[src/rtl/microcode_sequencer.sv]
`default_nettype none
// ============================================================================
//  Module      : microcode_sequencer
//  Description : Microcode sequencer producing the CPU control word. Holds the
//                instruction register and microstep counter and addresses a
//                synchronous microcode ROM with {flags, opcode, step}. Supports
//                free-run, edge-triggered single-step, halt and a sticky fault
//                flag for microstep counter overflow.
//  Ports       :
//    clk          in   system clock, rising edge
//    rstn         in   asynchronous active-low reset
//    run          in   free-run enable (level)
//    step         in   single-step request, rising edge honoured in WAIT only
//    flags        in   ALU flags, sampled when the ROM address is loaded
//    ir_in        in   opcode from the main bus
//    ucode_addr   out  registered ROM address {flags, ir, step}
//    ucode_data   in   ROM data, valid one cycle after ucode_addr
//    control_word out  active control word, 0 (NOP) outside EXEC
//    cw_valid     out  high during EXEC
//    step_cnt     out  current microstep
//    ir_q         out  instruction register
//    halted       out  sequencer stopped by the halt bit
//    fault        out  sticky microstep overflow indicator
//  Revision    : 1.0 - initial release
// ============================================================================
module microcode_sequencer #(
   parameter int CW_WIDTH     = 32,
   parameter int OPCODE_WIDTH = 8,
   parameter int STEP_WIDTH   = 4,
   parameter int FLAG_WIDTH   = 4,
   parameter int IR_LOAD_BIT  = 31,
   parameter int STEP_RST_BIT = 30,
   parameter int HALT_BIT     = 29
) (
   input  logic                                      clk,
   input  logic                                      rstn,
   input  logic                                      run,
   input  logic                                      step,
   input  logic [FLAG_WIDTH-1:0]                     flags,
   input  logic [OPCODE_WIDTH-1:0]                   ir_in,
   output logic [FLAG_WIDTH+OPCODE_WIDTH+STEP_WIDTH-1:0] ucode_addr,
   input  logic [CW_WIDTH-1:0]                       ucode_data,
   output logic [CW_WIDTH-1:0]                       control_word,
   output logic                                      cw_valid,
   output logic [STEP_WIDTH-1:0]                     step_cnt,
   output logic [OPCODE_WIDTH-1:0]                   ir_q,
   output logic                                      halted,
   output logic                                      fault
);

   localparam int                    c_ADDR_W   = FLAG_WIDTH + OPCODE_WIDTH + STEP_WIDTH;
   localparam logic [STEP_WIDTH-1:0] c_STEP_MAX = '1;
   localparam logic [STEP_WIDTH-1:0] c_STEP_ONE = {{(STEP_WIDTH-1){1'b0}}, 1'b1};

   typedef enum logic [1:0] {
      ST_WAIT   = 2'd0,
      ST_LOOKUP = 2'd1,
      ST_EXEC   = 2'd2,
      ST_HALT   = 2'd3
   } state_t;

   state_t                  r_state;
   state_t                  w_state_nxt;
   logic [STEP_WIDTH-1:0]   r_step;
   logic [STEP_WIDTH-1:0]   w_step_nxt;
   logic [OPCODE_WIDTH-1:0] r_ir;
   logic [OPCODE_WIDTH-1:0] w_ir_nxt;
   logic [c_ADDR_W-1:0]     r_addr;
   logic [c_ADDR_W-1:0]     w_addr_nxt;
   logic                    r_halted;
   logic                    w_halted_nxt;
   logic                    r_fault;
   logic                    w_fault_nxt;
   logic                    r_step_q;
   logic                    w_step_edge;

   // A held step request produces a single edge, so it advances one microstep.
   assign w_step_edge = step & ~r_step_q;

   always_ff @(posedge clk or negedge rstn) begin
      if (!rstn) begin
         r_state  <= ST_WAIT;
         r_step   <= '0;
         r_ir     <= '0;
         r_addr   <= '0;
         r_halted <= 1'b0;
         r_fault  <= 1'b0;
         r_step_q <= 1'b0;
      end else begin
         r_state  <= w_state_nxt;
         r_step   <= w_step_nxt;
         r_ir     <= w_ir_nxt;
         r_addr   <= w_addr_nxt;
         r_halted <= w_halted_nxt;
         r_fault  <= w_fault_nxt;
         r_step_q <= step;
      end
   end

   always_comb begin
      w_state_nxt  = r_state;
      w_step_nxt   = r_step;
      w_ir_nxt     = r_ir;
      w_addr_nxt   = r_addr;
      w_halted_nxt = r_halted;
      w_fault_nxt  = r_fault;
      case (r_state)
         ST_WAIT: begin
            if (run || w_step_edge) begin
               w_state_nxt = ST_LOOKUP;
               w_addr_nxt  = {flags, r_ir, r_step};
            end
         end
         ST_LOOKUP: begin
            // ROM samples r_addr on this edge; its data is valid in EXEC.
            w_state_nxt = ST_EXEC;
         end
         ST_EXEC: begin
            if (ucode_data[HALT_BIT]) begin
               // Halt wins over every other control bit of this word.
               w_state_nxt  = ST_HALT;
               w_halted_nxt = 1'b1;
            end else begin
               if (ucode_data[IR_LOAD_BIT]) begin
                  w_ir_nxt = ir_in;
               end
               if (ucode_data[STEP_RST_BIT]) begin
                  w_step_nxt = '0;
               end else if (r_step == c_STEP_MAX) begin
                  w_step_nxt  = '0;
                  w_fault_nxt = 1'b1;
               end else begin
                  w_step_nxt = r_step + c_STEP_ONE;
               end
               if (run) begin
                  // Next lookup uses the updated opcode/step and live flags.
                  w_state_nxt = ST_LOOKUP;
                  w_addr_nxt  = {flags, w_ir_nxt, w_step_nxt};
               end else begin
                  w_state_nxt = ST_WAIT;
               end
            end
         end
         ST_HALT: begin
            w_state_nxt = ST_HALT;
         end
         default: begin
            w_state_nxt = ST_WAIT;
         end
      endcase
   end

   // Decoded from the state register so an asynchronous reset forces NOP at once.
   assign cw_valid     = (r_state == ST_EXEC);
   assign control_word = cw_valid ? ucode_data : '0;
   assign ucode_addr   = r_addr;
   assign step_cnt     = r_step;
   assign ir_q         = r_ir;
   assign halted       = r_halted;
   assign fault        = r_fault;

endmodule
`default_nettype wire

[config.mk]
export PLATFORM = sky130hd
export DESIGN_NAME = microcode_sequencer
export DESIGN_NICKNAME = d
export VERILOG_FILES = /design/src/rtl/microcode_sequencer.sv
export SDC_FILE = /design/constraint.sdc
export NUM_CORES = 1
export LEC_CHECK = 0
export ABC_AREA = 1
export CORE_MARGIN = 4
export CORE_UTILIZATION = 40
export DETAILED_ROUTE_END_ITERATION = 7
export PLACE_DENSITY = 0.86
export SYNTH_ARGS = -nofsm -noshare
export SYNTH_HDL_FRONTEND = slang
export SYNTH_SLANG_ARGS = --single-unit
[constraint.sdc]
create_clock -name clk -period 2.3 [get_ports clk]
set_clock_uncertainty 0.15 [all_clocks]
set_input_delay 0.23 -clock clk [delete_from_list [all_inputs] [get_ports clk]]
set_output_delay 0.23 -clock clk [all_outputs]
set_load 0.05 [all_outputs]
==> results of run 1 <==
==> final timing paths <==
| kind | from | to | slack [ps] |
|---|---|---|---|
| setup reg to reg | r_state[0] | ucode_addr[8] | 510 |
| hold reg to reg | halted | halted | 320 |
| min in group clk | step | r_step_q | 300 |
| setup / recovery | r_state[0] | control_word[31] | 190 |
| max in group asynchronous | rstn | ir_q[4] | 1500 |
| hold / removal | rstn | ucode_addr[3] | 200 |
==> power groups by stage <==
| stage | combinational, W | clock (W) | sequential [W] |
|---|---|---|---|
| floorplan | 0.000743 | 0 | 0.00179 |
| global placement | 0.00233 | 0 | 0.000980 |
| detailed placement | 0.00236 | 0 | 0.000982 |
| CTS | 0.00237 | 0.000432 | 0.000975 |
| global route | 0.00249 | 0.000473 | 0.00101 |
| finish | 0.00235 | 0.000418 | 0.000974 |
==> cell usage after synthesis, types with 2 or more instances <==
cell | n | area share (%)
nand2_1 | 70 | 14
inv_1 | 57 | 12
nor2_1 | 35 | 7.2
dfrtp_1 | 33 | 45
o21ai_0 | 23 | 6.3
nand3_1 | 7 | 1.9
o21ai_1 | 6 | 1.6
a21oi_1 | 3 | 0.82
buf_2 | 3 | 0.82
nand2_2 | 3 | 1.0
buf_6 | 2 | 1.2
o21ai_2 | 2 | 0.96
or2_2 | 2 | 0.68
==> per-stage QoR <==
stage | util (%) | hold slack (ps)
CTS | 67.7 | 207
finish | 67.7 | 204
global route | 67.7 | 244
floorplan | - | -216
detailed placement | 65.8 | 307
global placement | 65.8 | 307
==> critical path: stages (launching register included) <==
cell	delay [ps]
dfrtp_1	390
inv_1	90
nand2_4	270
nor2_2	480
buf_12	200
==> routing by layer <==
layer	wire length (um)	GRT usage, %	vias to the layer above
li1	-	-	976
met1	1940	20.5	872
met2	2400	30.5	98
met3	685	6.33	4
met4	46	5.24	0
met5	0	0	-
==> sequential cells by signal, indices dropped and copies added, names as in the netlist <==
signal	cells
halted	1
r_step_q	1
step_cnt	4
ucode_addr	16
ir_q	8
r_state	2
fault	1
==> logic make-up after synthesis <==
logic type,after synthesis
AND/OR/NAND/NOR,121
buffers and inverters,66
AO/OA/AOI/OAI,35
flip-flops,33
adder cells (fa/ha/maj),1
==> cell type report <==
cell class                      count  area [um2]
Fill cell                         364        1420
Clock buffer                        6        72.6
Sequential cell                    33         826
Inverter                           59         226
Multi-Input combinational cell    157         716
Clock inverter                      2        10.0
Tap cell                           52        65.1
Timing Repair Buffer              111        1050
==> impl_metrics.py, run 1 <==
metrics = {
    "global_routing": {
        "grt_max_degree": 47,
        "antenna_found_initial": 0,
        "grt_first_pass_wirelength_um": 7530,
        "gr-total-overflow": 0,
        "grt_pass1_vias": 1686,
        "gr-usage-all-layers_pct": 17.6,
    },
    "cts": {
        "clk_pin_slew_ps": 70,
        "cts_buffers": 5,
        "clockBufferDepth": 2,
        "post_cts_buffers": 0,
        "postCtsHoldBufs": 0,
        "clkLatencyLatePin_ps": 290,
        "clock-root-buffer": "clkbuf_8",
        "cts.htree.levels": 2,
        "cts.sinks": 33,
        "cts_tree": "yes",
        "cts.repair.resized": 0,
    },
    "run_status": {
        "status": "completed",
    },
    "timing": {
        "tns_ps": 0,
        "setup_viol": 0,
        "finalMaxSlewViolations": 0,
        "min_period_ps": 2110,
        "hold_viol": 0,
        "setup_slack_ps": 185,
        "relSlewSlack_pct": 63.9,
        "tightest_slew_ps": 540,
        "rsz0062_at_grt": "no",
        "min_period_over_period_pct": 92.0,
        "fmax_mhz": 473,
    },
    "power_and_ir_drop": {
        "p_leak_nw": 1.58,
        "p_sw_share_pct": 52.6,
        "internal_power_w": 0.00178,
        "pwr-share-seq_pct": 26.0,
        "clkPwrFrac_pct": 11.2,
        "ir_drop_mv": 0.816,
        "powerDensity_nw_per_um2": 1260,
        "finalPower_w": 0.00374,
        "switching_power_w": 0.00197,
        "power_frac_comb_pct": 62.8,
    },
    "placed_design": {
        "dp_cells": 412,
        "preCtsSetupSlack_ps": 431,
        "place.gp.congestion": 0.790,
        "place_area_um2": 2880,
        "hpwl_um": 3940,
        "port_buffers": 110,
    },
    "run": {
        "drv_cap": 0,
    },
    "yosys": {
        "syn_nets": 305,
        "synth.yosys.warnings": 0,
        "synth.mux.area_fraction_pct": 0,
        "ys_async_sr_fraction_pct": 100,
        "ys_seq_area_share_pct": 45.2,
        "synth_area_per_cell_um2": 7.14,
        "synth_edf_count": 0,
        "synth_compound_area_share_pct": 10.1,
        "syn_inst": 256,
        "synth_top_family_by_area": "simple AND/OR/NAND/NOR gates",
        "synthAdderAreaFrac_pct": 0.684,
        "synth.distinct_cells": 23,
        "ys_seq_elements": 33,
        "synth_xor_area_share_pct": 0,
        "synth_area_um2": 1830,
        "ys.flop_type": "dfrtp_1",
        "synth_simple_gate_area_share_pct": 28.3,
    },
    "cells_and_area": {
        "drive_gt1_share_pct": 14.7,
        "final_nets": 416,
        "layoutNonFillerInstCount": 420,
        "synthToLayoutAreaGrowth_pct": 62.3,
        "final_cell_mix": "clkdlybuf4s50_1 (77), nand2_1 (70), inv_1 (57)",
        "n_antenna_cell": 0,
        "fin_area_um2": 2970,
        "final_common_cell": "clkdlybuf4s50_1",
    },
    "drt": {
        "route.detailed.wl_per_inst_um": 12.1,
        "routed_wl_um": 5070,
        "vias_per_cell": 4.64,
        "antenna_left": 0,
        "via_count": 1950,
        "drc": 0,
        "dr.pass1.iters": 4,
        "drt-initial-drc-count": 141,
    },
    "die": {
        "fp.dieArea_um2": 5720,
        "die_x_um": 75.6,
        "num_rows": 24,
        "start_util_pct": 41.7,
        "core-area_um2": 4380,
        "ioPinCount": 111,
        "fp.dieH_um": 75.6,
    },
    "setup_path": {
        "cp-end-kind": "output port",
        "required_ps": 1920,
        "start_kind": "flip-flop",
        "cp.arrival_ps": 1730,
        "critPathKind": "reg -> out",
        "worst_r2r_path_depth": 6,
        "worstPathMaxFanout": 46,
    },
    "hold_path": {
        "hold_class": "in -> async",
    },
}
(Power assumes the default switching activity.)
==> inputs of run 2 (changes only) <==
--- a/config.mk
+++ b/config.mk
@@ -9,6 +9,7 @@
 export CORE_MARGIN = 4
 export CORE_UTILIZATION = 40
 export DETAILED_ROUTE_END_ITERATION = 7
+export GPL_TIMING_DRIVEN = 0
 export PLACE_DENSITY = 0.86
 export SYNTH_ARGS = -nofsm -noshare
 export SYNTH_HDL_FRONTEND = slang
==> impl_metrics.py, run 2 (synthesis gave the netlist of run 1 again) <==
metrics = {
    "placed_design": {
        "preCtsSetupSlack_ps": -109,
        "hpwl_um": 4110,
        "port_buffers": 110,
        "place_area_um2": 2990,
        "place.gp.congestion": 0.779,
        "dp_cells": 418,
    },
    "timing": {
        "relSlewSlack_pct": 52.5,
        "tightest_slew_ps": 712,
        "setup_viol": 0,
        "finalMaxSlewViolations": 0,
        "min_period_ps": 2220,
        "fmax_mhz": 451,
        "hold_viol": 0,
        "setup_slack_ps": 84.4,
        "min_period_over_period_pct": 96.3,
        "rsz0062_at_grt": "no",
    },
    "power_and_ir_drop": {
        "p_sw_share_pct": 52.5,
        "finalPower_w": 0.00372,
        "p_leak_nw": 1.62,
        "internal_power_w": 0.00177,
        "ir_drop_mv": 0.917,
        "pwr-share-seq_pct": 26.1,
        "clkPwrFrac_pct": 11.1,
        "powerDensity_nw_per_um2": 1220,
        "power_frac_comb_pct": 62.8,
        "switching_power_w": 0.00195,
    },
    "cts": {
        "cts_buffers": 5,
        "clockBufferDepth": 2,
        "clkLatencyLatePin_ps": 270,
        "clk_pin_slew_ps": 70,
        "cts.htree.levels": 2,
        "post_cts_buffers": 0,
        "clock-root-buffer": "clkbuf_8",
        "cts_tree": "yes",
        "cts.sinks": 33,
    },
    "global_routing": {
        "grt_pass1_vias": 1761,
        "grt_first_pass_wirelength_um": 7580,
        "gr-total-overflow": 0,
        "grt_max_degree": 34,
        "gr-usage-all-layers_pct": 17.2,
        "antenna_found_initial": 0,
    },
    "die": {
        "num_rows": 24,
        "core-area_um2": 4380,
        "fp.dieArea_um2": 5720,
        "die_x_um": 75.6,
        "ioPinCount": 111,
        "start_util_pct": 41.7,
        "fp.dieH_um": 75.6,
    },
    "cells_and_area": {
        "fin_area_um2": 3040,
        "final_nets": 423,
        "nFillCells": 385,
        "synthToLayoutAreaGrowth_pct": 66.2,
        "fin_util_pct": 69.3,
        "drive_gt1_share_pct": 9.33,
        "largest_reg_flops": 16,
        "final_cell_mix": "clkdlybuf4s50_1 (77), nand2_1 (70), inv_1 (57)",
        "final_common_cell": "clkdlybuf4s50_1",
        "layoutNonFillerInstCount": 427,
        "n_antenna_cell": 0,
    },
    "setup_path": {
        "critPathKind": "reg -> out",
        "cp-end-kind": "output port",
        "cp.arrival_ps": 1840,
        "start_kind": "flip-flop",
        "worstPathMaxFanout": 10,
        "required_ps": 1920,
    },
    "drt": {
        "antenna_left": 0,
        "dr.pass1.iters": 4,
        "via_count": 1934,
        "vias_per_cell": 4.53,
        "routed_wl_um": 5040,
        "drt-initial-drc-count": 90,
        "drc": 0,
        "route.detailed.wl_per_inst_um": 11.8,
    },
    "run": {
        "drv_cap": 0,
    },
    "run_status": {
        "status": "completed",
    },
    "hold_path": {
        "hold_class": "reg -> reg",
    },
}
==> run 2: worst paths after layout <==
path	startpoint	end	slack (ps)	cells after the start
worst max-delay path	r_state[0]	control_word[1]	80	6
worst min-delay path	halted	halted	320	1
worst max register to register	r_state[0]	ucode_addr[5]	860	6
worst min register to register	halted	halted	320	1
max in group asynchronous	rstn	step_cnt[1]	1140	2
min in group asynchronous	rstn	ucode_addr[15]	390	2
==> run 2: timing repair <==
item | in CTS | in global routing
setup endpoints to repair | 32 | 18
resized for setup | 32 | 24
hold buffers | 1 | 0
hold endpoints to repair | 33 | 0
==> run 2: per-layer routing <==
metal  GRT usage (%)  up-vias  part of all wire (%)
met3            4.22        4                    12
met1            19.7      852                    40
met4            4.27        0                  0.69
li1                -      990                     -
met2            32.0       88                    47
met5               0        -                     0
==> run 2: power groups by stage <==
stage / logic, W / registers, W / clock network, W
global route: 0.00249 / 0.00100 / 0.000448
detailed placement: 0.00240 / 0.000978 / 0
floorplan: 0.000743 / 0.00179 / 0
global placement: 0.00237 / 0.000974 / 0
CTS: 0.00236 / 0.000971 / 0.000425
finish: 0.00234 / 0.000970 / 0.000413
==> run 2: metrics by stage <==
step | hold WS (ps) | setup TNS (ps)
floorplan | -216 | 0
detailed placement | 177 | -109
global route | 329 | 0
finish | 318 | 0
global placement | 305 | -115
CTS | 313 | 0
==> run 2: cell type report <==
type / instances / area (um2) / area share [%]
repair buffers: 111 / 1060 / 34.8
plain buffers: 7 / 60.1 / 1.98
clock inverters: 3 / 17.5 / 0.577
clock buffers: 5 / 68.8 / 2.27
flip-flops and latches: 33 / 826 / 27.2
well taps: 52 / 65.1 / 2.14
inverters: 59 / 226 / 7.45
multi-input cells: 157 / 716 / 23.6
==> run 2: critical path, stage by stage, from the launching register on <==
cell and delay, ps:
dfrtp_1 390, inv_1 90, nand2_4 110, buf_6 160, buf_2 170, nor2_1 90
dlygate4sd2_1 540
